**src/rtl/regfile_n.sv**
```systemverilog
// Parametrised register file: NREGS x WIDTH, two combinational read ports, one write port,
// auto-incrementing PC (top register) and push/pop SP (next register down) with sticky wrap fault.
// Optional write-through forwarding on the read ports is enabled by defining REGFILE_BYPASS_EN.
module regfile_n #(
    parameter int              WIDTH   = 16,
    parameter int              NREGS   = 8,
    parameter int              SEL_W   = $clog2(NREGS),
    parameter logic [WIDTH-1:0] SP_INIT = '0
) (
    input  logic             clk,
    input  logic             rst,
    input  logic [SEL_W-1:0] src_sel,
    input  logic [SEL_W-1:0] dst_sel,
    input  logic             in_en,
    input  logic [WIDTH-1:0] in,
    input  logic             out_en,
    input  logic             pc_inc,
    input  logic             sp_inc,
    input  logic             sp_dec,
    output logic [WIDTH-1:0] out,
    output logic [WIDTH-1:0] src,
    output logic [WIDTH-1:0] dst,
    output logic [WIDTH-1:0] pc,
    output logic [WIDTH-1:0] sp,
    output logic             sp_err
);

    localparam logic [SEL_W-1:0] PC_IDX = SEL_W'(NREGS - 1);
    localparam logic [SEL_W-1:0] SP_IDX = SEL_W'(NREGS - 2);
    localparam logic [WIDTH-1:0] ONE    = WIDTH'(1);

    logic [WIDTH-1:0] regs [NREGS];

    logic write_pc;
    logic write_sp;
    logic sp_up;
    logic sp_down;
    logic sp_wrap;

    assign pc = regs[PC_IDX];
    assign sp = regs[SP_IDX];

    assign write_pc = in_en && (dst_sel == PC_IDX);
    assign write_sp = in_en && (dst_sel == SP_IDX);

    // A simultaneous inc+dec cancels out, and a bus write to SP overrides any step.
    assign sp_up   = sp_inc && !sp_dec && !write_sp;
    assign sp_down = sp_dec && !sp_inc && !write_sp;
    assign sp_wrap = (sp_up && (sp == '1)) || (sp_down && (sp == '0));

    always_ff @(posedge clk) begin
        if (rst) begin
            for (int i = 0; i < NREGS; i++) begin
                regs[i] <= (i == NREGS - 2) ? SP_INIT : '0;
            end
            sp_err <= 1'b0;
        end else begin
            if (pc_inc && !write_pc) begin
                regs[PC_IDX] <= pc + ONE;
            end
            if (sp_up) begin
                regs[SP_IDX] <= sp + ONE;
            end else if (sp_down) begin
                regs[SP_IDX] <= sp - ONE;
            end
            if (sp_wrap) begin
                sp_err <= 1'b1;
            end
            if (in_en) begin
                regs[dst_sel] <= in;
            end
        end
    end

`ifdef REGFILE_BYPASS_EN
    logic gen_write;
    logic fwd_src;
    logic fwd_dst;

    // Only bus writes to general registers are forwarded; PC/SP arithmetic never is.
    assign gen_write = in_en && (dst_sel < SP_IDX);
    assign fwd_src   = gen_write && (src_sel == dst_sel);
    assign fwd_dst   = gen_write;

    assign src = fwd_src ? in : regs[src_sel];
    assign dst = fwd_dst ? in : regs[dst_sel];
`else
    assign src = regs[src_sel];
    assign dst = regs[dst_sel];
`endif

    assign out = out_en ? src : '0;

endmodule

```
**config.mk**
```make
export PLATFORM = sky130hd
export DESIGN_NAME = regfile_n
export DESIGN_NICKNAME = d
export VERILOG_FILES = /design/src/rtl/regfile_n.sv
export SDC_FILE = /design/constraint.sdc
export NUM_CORES = 1
export LEC_CHECK = 0
export ABC_AREA = 0
export ABC_CLOCK_PERIOD_IN_PS = 2400
export CAP_MARGIN = 15
export CORE_UTILIZATION = 45
export CTS_BUF_LIST = sky130_fd_sc_hd__clkbuf_8
export CTS_CLUSTER_DIAMETER = 80
export DETAILED_ROUTE_END_ITERATION = 16
export PLACE_DENSITY = 0.74
export SLEW_MARGIN = 10
export SYNTH_ARGS = -nofsm -noshare
export SYNTH_HDL_FRONTEND = slang
export SYNTH_SLANG_ARGS = --single-unit
```
**constraint.sdc**
```tcl
create_clock -name clk -period 2.4 [get_ports clk]
set_clock_uncertainty 0.1 [all_clocks]
set_input_delay 0.48 -clock clk [delete_from_list [all_inputs] [get_ports clk]]
set_output_delay 0.48 -clock clk [all_outputs]
set_load 0.03 [all_outputs]
```
==> metrics.md, run 1 <==
| Metric | Value |
|---|---|
| Most frequent cell after synthesis | `edfxtp_1` |
| CTS tree | `yes` |
| Status | `complete, but fails checks` |
| Most common library cells after synthesis | `edfxtp_1 (128), and2_1 (116), nand2_1 (57)` |
| Root buffer cell | `clkbuf_8` |
| Worst EP arrival | `1.99 ns` |
| Gr ovfl total | `0` |
| # diodes | `0` |
| Buffers and inverters on the worst path | `1` |
| Async set-reset flop share out of synthesis | `0%` |
| Final worst slack | `-0.166 ns` |
| GPL Wtd Cong | `0.935` |
| Fmax | `390 MHz` |
| Clock slew at reported path FFs | `0.08 ns` |
| Hold crit path type | `flip-flop to flip-flop` |
| Syn avg cell area | `11.6 um2` |
| Slew headroom | `a little over two fifths` |
| Via density | `roughly 6.3` |
| Die Y | `between 100 and 150 um` |
| Clock buffer depth | `2` |
| Syn Nets | `745` |
| Max-Cap Viols | `0` |
| Synth cell types | `60` |
| Final net count | `921` |
| Initial antenna violation count | `1` |
| Post-synth top area share | `46.3%` |
| Drt drc | `0` |
| Die X | `138 um` |
| Core Area | `18000 um2` |
| Fill cell total of the finished layout | `1348` |
| Layout cells sized above 1 | `32.6%` |
| Clock Latency Late Sink | `about 0.46 ns` |
| Place WS | `-0.764 ns` |
| Antenna Violating Nets Remaining | `0` |
| Final setup vio count | `36` |
| Power Density | `610 nW/um2` |
| Drt wl/cell | `23.0 um` |
| Synthesized flop and latch total | `129` |
| Failing checks | `negative setup slack` |
| Total GRT Usage | `27.8%` |
| Max IR drop VDD | `0.360 mV` |
| Seq/Total Area, Yosys | `46.5%` |
| H-Tree Depth | `4` |
| Final Cell Area | `roughly 11000 um2` |
| Core Rows | `49` |
| Cell area after synthesis | `between 8000 and 9000 um2` |
| Max incr delay on CP | `around 0.5 ns` |
| Clk sinks | `about 130` |
| CP delay by family, top | `multiplexers` |
| Crit start category | `flip-flop` |
| Hold-fix buffers, CTS | `0` |
| Largest net degree at the start of global routing | `38` |
| Initial Utilization | `46.1%` |
| Max stage delay cell, worst path | `mux4_2` |
| Routed vias | `7078` |
| CP required | `~1.8 ns` |
| Period minus WS final | `2.57 ns` |
| Num CTS Buffers | `17` |
| Sum Neg Setup Slack | `-2.84 ns` |
| Synth area leaders | `edfxtp_1 (46%), mux4_2 (9.2%), and2_1 (8.7%)` |
| Synth warnings | `0` |
| Largest area contributor in the netlist | `edfxtp_1` |
| Syn Inst Count | `approximately 710` |
| Final Max Tran Viols | `0` |
| Pleak | `4.32 nW` |
| P&R area growth vs syn | `34.1%` |
| CP endpoint kind | `primary output` |
| Final period util | `107%` |
| Post-Place Cell Area | `just over 10000 um2` |
| DP HPWL | `19000 um` |
| Vias in the first global route | `~6600` |
| Crit Path Class | `flip-flop to primary output` |
| Top FF cell, synth | `edfxtp_1` |
| Worst-Margin Slew | `0.834 ns` |
| Crit-path max FO | `2` |
| Crit-path cells | `mux4_2 -> mux2_4 -> and2_4 -> buf_6` |
| Routed Wire Length | `about 26000 um` |
| 1st-iter DRT viols | `730` |
| RSZ-0062 raised after global routing | `yes` |
| Global-route wire length before repair | `approximately 38000 um` |
| WHS | `0.421 ns` |
| Final hold violation count | `0` |
| Port buffer count | `109` |
| Pre-Repair DR Iteration Count | `5` |
| EDFF count, synth | `about 130` |
| Die Area | `19000 um2` |
| IO Pins | `110` |
## flip-flops by register name, summed over array words and instances (netlist names)
register,cells
sp_err,1
regs,128
## metal layers
layer	vias to the layer above	wire, um	GRT usage [%]
li1	3092	-	-
met1	3478	10400	37.4
met2	455	12300	43.9
met3	51	2670	6.22
met4	2	544	10.1
met5	-	13	0
## metrics by stage
step	utilization, %	power, W	cells
2_1_floorplan	-	0.00391	713
3_3_place_gp	57.0	0.00467	1082
3_5_place_dp	57.0	0.00471	1082
4_1_cts	60.1	0.00665	1118
5_1_grt	61.7	0.00701	1131
6_report	61.7	0.00679	1131
## cell type report
| cell class | instances | area (um2) | area share [%] |
|---|---|---|---|
| clock inverter | 15 | 168 | 1.51 |
| sequential | 129 | 3860 | 34.7 |
| clock buffer | 17 | 234 | 2.10 |
| multi-input combinational | 521 | 4330 | 38.9 |
| inverter | 6 | 22.5 | 0.202 |
| timing repair buffer | 214 | 2230 | 20.0 |
| tap | 229 | 287 | 2.57 |
## cell usage in the layout, fill, tap and decap left out, drive strengths merged, types with 24 or more instances in the layout
master / instances
buf: 155
edfxtp: 128
and2: 116
nand2: 57
clkdlybuf4s50: 47
mux2i: 46
o21ai: 42
mux4: 34
nor3: 26
a221o: 24
## worst paths after layout
path | slack (ns) | start | cells past startpoint | to
max | -0.17 | regs[3][0]$_SDFFCE_PN0P_ | 4 | out[0]
min | 0.42 | sp_err$_SDFFE_PP0P_ | 2 | sp_err$_SDFFE_PP0P_
max reg2reg | 0.06 | regs[6][0]$_DFFE_PP_ | 8 | regs[6][6]$_DFFE_PP_
min reg2reg | 0.42 | sp_err$_SDFFE_PP0P_ | 2 | sp_err$_SDFFE_PP0P_
## report_power, final
group | leakage (nW) | total, W | internal, W | switching [W]
Clock | 0.200 | 0.00191 | 0.00102 | 0.000896
Combinational | 2.84 | 0.00207 | 0.000970 | 0.00110
Sequential | 1.28 | 0.00280 | 0.00266 | 0.000140
## tightest hold or removal path, stage by stage, from the launching register on
cell,delay [ns]
dfxtp_1,0.33
inv_1,0.05
o22ai_1,0.08
## timing repair
action / in CTS / in global routing
resized for setup: 262 / 73
gates cloned: 1 / 0
buffers inserted: 6 / 15
pin swaps: 23 / 9
setup endpoints to repair: 50 / 63
## cell families after synthesis
group	count (synthesis)	synth area share, %
adder cells (fa/ha/maj)	3	0.452
flip-flops	129	46.5
AND/OR/NAND/NOR	302	21.3
multiplexers	98	17.2
AO/OA/AOI/OAI	102	9.12
XOR/XNOR	16	1.69
buffers and inverters	63	3.69
Note: power is estimated with default switching activity, not from simulation.
==> inputs of run 2 (changes only) <==
Settings changed: CELL_PAD_IN_SITES_DETAIL_PLACEMENT from default to 0, CELL_PAD_IN_SITES_GLOBAL_PLACEMENT from default to 1, CORE_UTILIZATION 45 to 46, PLACE_DENSITY 0.74 to 0.9.
==> run 2 against run 1 <==
Against the previous run: count of clock-buffer cells in the layout unchanged; the run still ends with negative setup slack left; largest cell class unchanged; largest power group unchanged; critical path depth unchanged; combinational power increased by 2%; global-route usage increased by 2.3 points; highest routed layer is now met4.
==> metrics.md, run 2 (synthesis gave the netlist of run 1 again) <==
| Metric | Value |
|---|---|
| Max IR drop VDD | `0.331 mV (-8.0%)` |
| Vias in the first global route | `6713 (+1.9%)` |
| Drt wl/cell | `23.8 um (+3.6%)` |
| CP required | `1.82 ns (about the same)` |
| Clock Latency Late Sink | `0.45 ns (about the same)` |
| Final period util | `107% (+0.25 points)` |
| Top reg by flops | `regs` |
| Pre-Repair DR Iteration Count | `7 (+2)` |
| # diodes | `0 (unchanged)` |
| CP endpoint kind | `primary output` |
| Sequential cell area | `3860 um2 (unchanged)` |
| Area occupied by multi-input gates | `4330 um2 (about the same)` |
| Crit start category | `flip-flop` |
| Via density | `6.28 (+0.32%)` |
| Commonest non-fill, non-tap cell in the layout | `edfxtp_1` |
| Status | `complete, but fails checks` |
| 1st-iter DRT viols | `960 (+32%)` |
| Pleak | `4.39 nW (+1.6%)` |
| DP HPWL | `19700 um (+3.7%)` |
| Root buffer cell | `clkbuf_8` |
| GPL Wtd Cong | `0.966 (+3.3%)` |
| Worst EP arrival | `1.99 ns (about the same)` |
| Max reg flops | `128 (unchanged)` |
| Final Cell Area | `11300 um2 (+1.1%)` |
| CTS tree | `yes` |
| Global-route wire length before repair | `40500 um (+5.4%)` |
| Clock buffer depth | `2 (unchanged)` |
| IO Pins | `110 (unchanged)` |
| Max stage delay cell, worst path | `mux4_2` |
| Gr ovfl total | `0 (unchanged)` |
| Clock slew at reported path FFs | `0.09 ns (about the same)` |
| Fill cell total of the finished layout | `1285 (-4.7%)` |
| Total GRT Usage | `30.1% (+2.3 points)` |
| Period minus WS final | `2.57 ns (+0.00592 ns)` |
| Final hold violation count | `0 (unchanged)` |
| Drt drc | `0 (unchanged)` |
| Max incr delay on CP | `0.50 ns (about the same)` |
| Crit-path max FO | `2 (unchanged)` |
| H-Tree Depth | `4 (unchanged)` |
| P&R area growth vs syn | `35.6%` |
| Final setup vio count | `37 (+2.8%)` |
| Clk sinks | `129 (unchanged)` |
| Port buffer count | `109 (unchanged)` |
| RSZ-0062 raised after global routing | `yes` |
| Fmax | `389 MHz (-0.23%)` |
| Slew headroom | `67.0% (+23 points)` |
| Most frequent cells in the layout | `edfxtp_1 (128), and2_1 (99), buf_4 (95)` |
| Die Y | `136 um (-1.1%)` |
| Die X | `136 um (-1.1%)` |
| WHS | `0.420 ns (-0.00131 ns)` |
| Max-Cap Viols | `0 (unchanged)` |
| Die Area | `18600 um2 (-2.1%)` |
| Post-Place Cell Area | `10300 um2 (+0.73%)` |
| Largest net degree at the start of global routing | `26 (-32%)` |
| Power Density | `599 nW/um2 (-1.8%)` |
| Num CTS Buffers | `17 (unchanged)` |
| Hold-fix buffers, CTS | `0 (unchanged)` |
| Crit Path Class | `flip-flop to primary output` |
| Crit-path cells | `mux4_2 -> mux2_4 -> and2_4 -> buf_6` |
| Final net count | `936 (+1.6%)` |
| Core Rows | `48 (-2.0%)` |
| Initial antenna violation count | `0 (-1)` |
| Worst-Margin Slew | `0.495 ns (-0.339 ns)` |
| Failing checks | `negative setup slack` |
| Routed Wire Length | `27200 um (+4.6%)` |
| Final Max Tran Viols | `0 (unchanged)` |
| Initial Utilization | `47.5% (+1.4 points)` |
| Hold crit path type | `flip-flop to flip-flop` |
| Antenna Violating Nets Remaining | `0 (unchanged)` |
| Final Util | `64.4% (+2.7 points)` |
| Layout cells sized above 1 | `33.6% (+0.99 points)` |
| Final worst slack | `-0.172 ns (-0.00593 ns)` |
| Regs by FF count | `regs x128, sp_err x1` |
| Routed vias | `7170 (+1.3%)` |
| Place WS | `-0.754 ns (+0.0102 ns)` |
| Core Area | `17500 um2 (-3.0%)` |
==> run 2: cell count changes in the layout (fill, tap and decap cells not counted), sizes merged <==
cell	delta
buf	+16
bufinv	-2
clkinv	+2
dlygate4sd2	+2
dlymetal6s2s	-2
clkbuf	-1
clkinvlp	-1
inv	+1
==> run 2: path summary, 6_finish.rpt <==
check | start | endpoint | slack (ns) | cells after the start
worst max-delay path | regs[6][1]$_DFFE_PP_ | out[1] | -0.17 | 4
worst min-delay path | sp_err$_SDFFE_PP0P_ | sp_err$_SDFFE_PP0P_ | 0.42 | 2
worst max register to register | regs[6][5]$_DFFE_PP_ | regs[6][12]$_DFFE_PP_ | 0.03 | 9
worst min register to register | sp_err$_SDFFE_PP0P_ | sp_err$_SDFFE_PP0P_ | 0.42 | 2
==> run 2: area by class of cell <==
class | count | share of cell area [%]
clock buffers | 17 | 2.08
clock inverters | 15 | 1.33
inverters | 6 | 0.200
multi-input cells | 521 | 38.4
flip-flops and latches | 129 | 34.3
well taps | 225 | 2.50
repair buffers | 229 | 21.1
==> run 2: worst max-delay path: cells and delay by family, from the launching register on <==
family / cells / cell delay, ns
muxes: 2 / 0.78
DFF: 1 / 0.48
buffers and inverters: 1 / 0.13
and+or+nand+nor: 1 / 0.14
==> run 2: power breakdown <==
group | internal, W | total, W | leakage (nW) | switching [W]
Sequential | 0.00266 | 0.00281 | 1.28 | 0.000148
Clock | 0.000846 | 0.00183 | 0.189 | 0.000979
Combinational | 0.000992 | 0.00211 | 2.92 | 0.00111
Total | 0.00450 | 0.00674 | 4.39 | 0.00224
==> run 2: metal layers <==
layer  part of all wire, %  global-route usage [%]  vias up
li1                      -                       -     3128
met1                    42                    44.2     3533
met2                    46                    45.0      461
met3                    11                    5.93       48
met4                   1.9                    8.64        0
met5                     0                       0        -
==> run 2: timing repair <==
item | in CTS | in global routing
buffers inserted | 9 | 18
pin swaps | 21 | 8
setup endpoints to repair | 52 | 56
gates cloned | 3 | 0
gates resized for setup | 258 | 63
==> run 2: per-stage QoR <==
| stage | TNS [ns] | std cells | total power (W) |
|---|---|---|---|
| global route | -4.83 | 1142 | 0.00695 |
| CTS | -2.77 | 1126 | 0.00660 |
| detailed placement | -27.62 | 1084 | 0.00474 |
| finish | -3.26 | 1142 | 0.00674 |
| floorplan | 0 | 713 | 0.00391 |
| global placement | -24.43 | 1084 | 0.00471 |
==> inputs of run 3 (changes only) <==
Settings changed: ABC_AREA 0 to default, CORE_UTILIZATION 46 to 40, PLACE_DENSITY 0.9 to 0.8.
==> run 3 against run 2 <==
Against the previous run: the run still ends with negative setup slack left; first-iteration DRC count down 15%; register-to-register slack improved by 0.03 ns; cell count is 7.0% higher; power up 3.8%; sequential cell count did not move; via count grew 3.2%; critical path depth did not move; core utilization down 6.3 points.
==> metrics.md, run 3 (synthesis gave the netlist of run 1 again) <==
| Metric | Value |
|---|---|
| Drt wl/cell | `24.0 um (+1.1%)` |
| Final setup vio count | `36 (-2.7%)` |
| Worst-Margin Slew | `1.09 ns (+0.590 ns)` |
| Max incr delay on CP | `0.51 ns (about the same)` |
| Initial Utilization | `40.9% (-6.6 points)` |
| Clock Latency Late Sink | `0.46 ns (about the same)` |
| Port buffer count | `109 (unchanged)` |
| Crit start category | `flip-flop` |
| Final worst slack | `-0.190 ns (-0.0173 ns)` |
| Antenna Violating Nets Remaining | `0 (unchanged)` |
| Routed vias | `7400 (+3.2%)` |
| Clock slew at reported path FFs | `0.08 ns (about the same)` |
| Commonest non-fill, non-tap cell in the layout | `edfxtp_1` |
| CTS tree | `yes` |
| Fill cell total of the finished layout | `1681 (+31%)` |
| Sum Neg Setup Slack | `-3.56 ns (-0.302 ns)` |
| 1st-iter DRT viols | `815 (-15%)` |
| Total power draw | `0.00699 W (+3.8%)` |
| Hold crit path type | `flip-flop to flip-flop` |
| Worst EP arrival | `2.01 ns (+0.02 ns)` |
| Top reg by flops | `regs` |
| Via density | `6.06 (-3.5%)` |
| Most frequent cells in the layout | `edfxtp_1 (128), buf_4 (112), and2_1 (99)` |
| CP endpoint kind | `primary output` |
| Die X | `146 um (+7.1%)` |
| Gr ovfl total | `0 (unchanged)` |
| Max IR drop VDD | `0.497 mV (+50%)` |
| CP delay by family, top | `multiplexers` |
| GPL Wtd Cong | `1.01 (+5.0%)` |
| # diodes | `0 (unchanged)` |
| Num CTS Buffers | `17 (unchanged)` |
| CP required | `1.82 ns (about the same)` |
| Post-route insts no fill | `1222 (+7.0%)` |
| Slew headroom | `27.4% (-40 points)` |
| Layout cells sized above 1 | `37.7% (+4.1 points)` |
| Failing checks | `negative setup slack` |
| Final Max Tran Viols | `0 (unchanged)` |
| Max reg flops | `128 (unchanged)` |
| Max-Cap Viols | `0 (unchanged)` |
| Root buffer cell | `clkbuf_8` |
| Hold-fix buffers, CTS | `0 (unchanged)` |
| Buffers and inverters on the worst path | `1 (unchanged)` |
| Largest net degree at the start of global routing | `35 (+35%)` |
| Max stage delay cell, worst path | `edfxtp_1` |
| RSZ-0062 raised after global routing | `yes` |
| Fmax | `386 MHz (-0.67%)` |
| Final net count | `971 (+3.7%)` |
| Die Area | `21300 um2 (+15%)` |
| Routed Wire Length | `29400 um (+8.1%)` |
| Pre-Repair DR Iteration Count | `5 (-2)` |
| Power Density | `592 nW/um2 (-1.1%)` |
| H-Tree Depth | `4 (unchanged)` |
| Placed cells | `1150 (+6.1%)` |
| Core Area | `20300 um2 (+16%)` |
| Clock buffer depth | `2 (unchanged)` |
| Final hold violation count | `0 (unchanged)` |
| Clk sinks | `129 (unchanged)` |
| Pleak | `4.64 nW (+5.7%)` |
| DP HPWL | `20600 um (+4.6%)` |
| IO Pins | `110 (unchanged)` |
| P&R area growth vs syn | `42.2%` |
| Period minus WS final | `2.59 ns (+0.0173 ns)` |
| Total GRT Usage | `27.4% (-2.7 points)` |
| Place WS | `-0.788 ns (-0.0334 ns)` |
| Final period util | `108% (+0.72 points)` |
| Crit-path cells | `mux4_2 -> mux2_4 -> and2_4 -> buf_6` |
| Global-route wire length before repair | `42900 um (+5.8%)` |
| WHS | `0.381 ns (-0.0393 ns)` |
| Crit-path max FO | `3 (+1)` |
| Regs by FF count | `regs x128, sp_err x1` |
| Drt drc | `0 (unchanged)` |
| Die Y | `146 um (+7.1%)` |
| Core Rows | `52 (+8.3%)` |
| Vias in the first global route | `7142 (+6.4%)` |
| Initial antenna violation count | `0 (unchanged)` |
| Crit Path Class | `flip-flop to primary output` |
| Status | `complete, but fails checks` |
[run 3: cell count changes in the layout (fill, tap and decap cells not counted), moves of 3 or more]
cell	previous run	this run
o21ai_0	16	25
mux2i_4	1	5
buf_12	19	23
clkinv_2	0	4
nand2_1	53	44
inv_6	4	1
nand2_2	2	5
buf_6	51	61
o21ai_1	20	12
nand2_4	2	8
buf_4	95	112
mux2i_1	44	37
mux2i_2	1	4
[run 3: power by group]
part | internal, W | total [W] | switching [W]
combinational | 0.00110 | 0.00227 | 0.00117
sequential | 0.00266 | 0.00280 | 0.000140
clock | 0.00102 | 0.00192 | 0.000899
total | 0.00478 | 0.00699 | 0.00221
[run 3: worst paths after layout]
check | slack (ns) | start | cells after the start | end
worst min register to register | 0.38 | sp_err$_SDFFE_PP0P_ | 2 | sp_err$_SDFFE_PP0P_
worst max register to register | 0.06 | regs[6][0]$_DFFE_PP_ | 8 | regs[6][12]$_DFFE_PP_
worst min-delay path | 0.38 | sp_err$_SDFFE_PP0P_ | 2 | sp_err$_SDFFE_PP0P_
worst max-delay path | -0.19 | regs[6][14]$_DFFE_PP_ | 4 | out[14]
[run 3: metal layers]
layer  vias to the layer above  GRT usage (%)  wire [um]
met2                       467           46.1      14500
met4                         0           14.8       1520
met1                      3635           33.9      11100
met5                         -              0          0
met3                        98           4.16       2240
li1                       3200              -          -
[run 3: metrics by stage]
step                instance area [um2]  util, %
global placement                  10600     52.0
global route                      11800     58.1
CTS                               11400     56.0
detailed placement                10600     52.0
floorplan                          8410        -
finish                            11800     58.1
[run 3: layout make-up]
type	instances	area [um2]	share of cell area (%)
Clock buffer	17	234	1.98
Clock inverter	15	168	1.42
Inverter	6	22.5	0.191
Multi-Input combinational cell	522	4450	37.7
Sequential cell	129	3860	32.7
Tap cell	270	338	2.86
Timing Repair Buffer	263	2720	23.1
[run 3: worst min-delay path, delay by kind of cell (launching register included)]
family	cells	cell delay, ns
DFF	1	0.31
AOI/OAI and AO/OA	1	0.07
buffers and inverters	1	0.05
[run 3: repair_timing]
item	CTS	global route
pin swaps	25	12
setup endpoints to repair	50	55
gates cloned	3	2
setup buffers	14	32
resized for setup	267	69
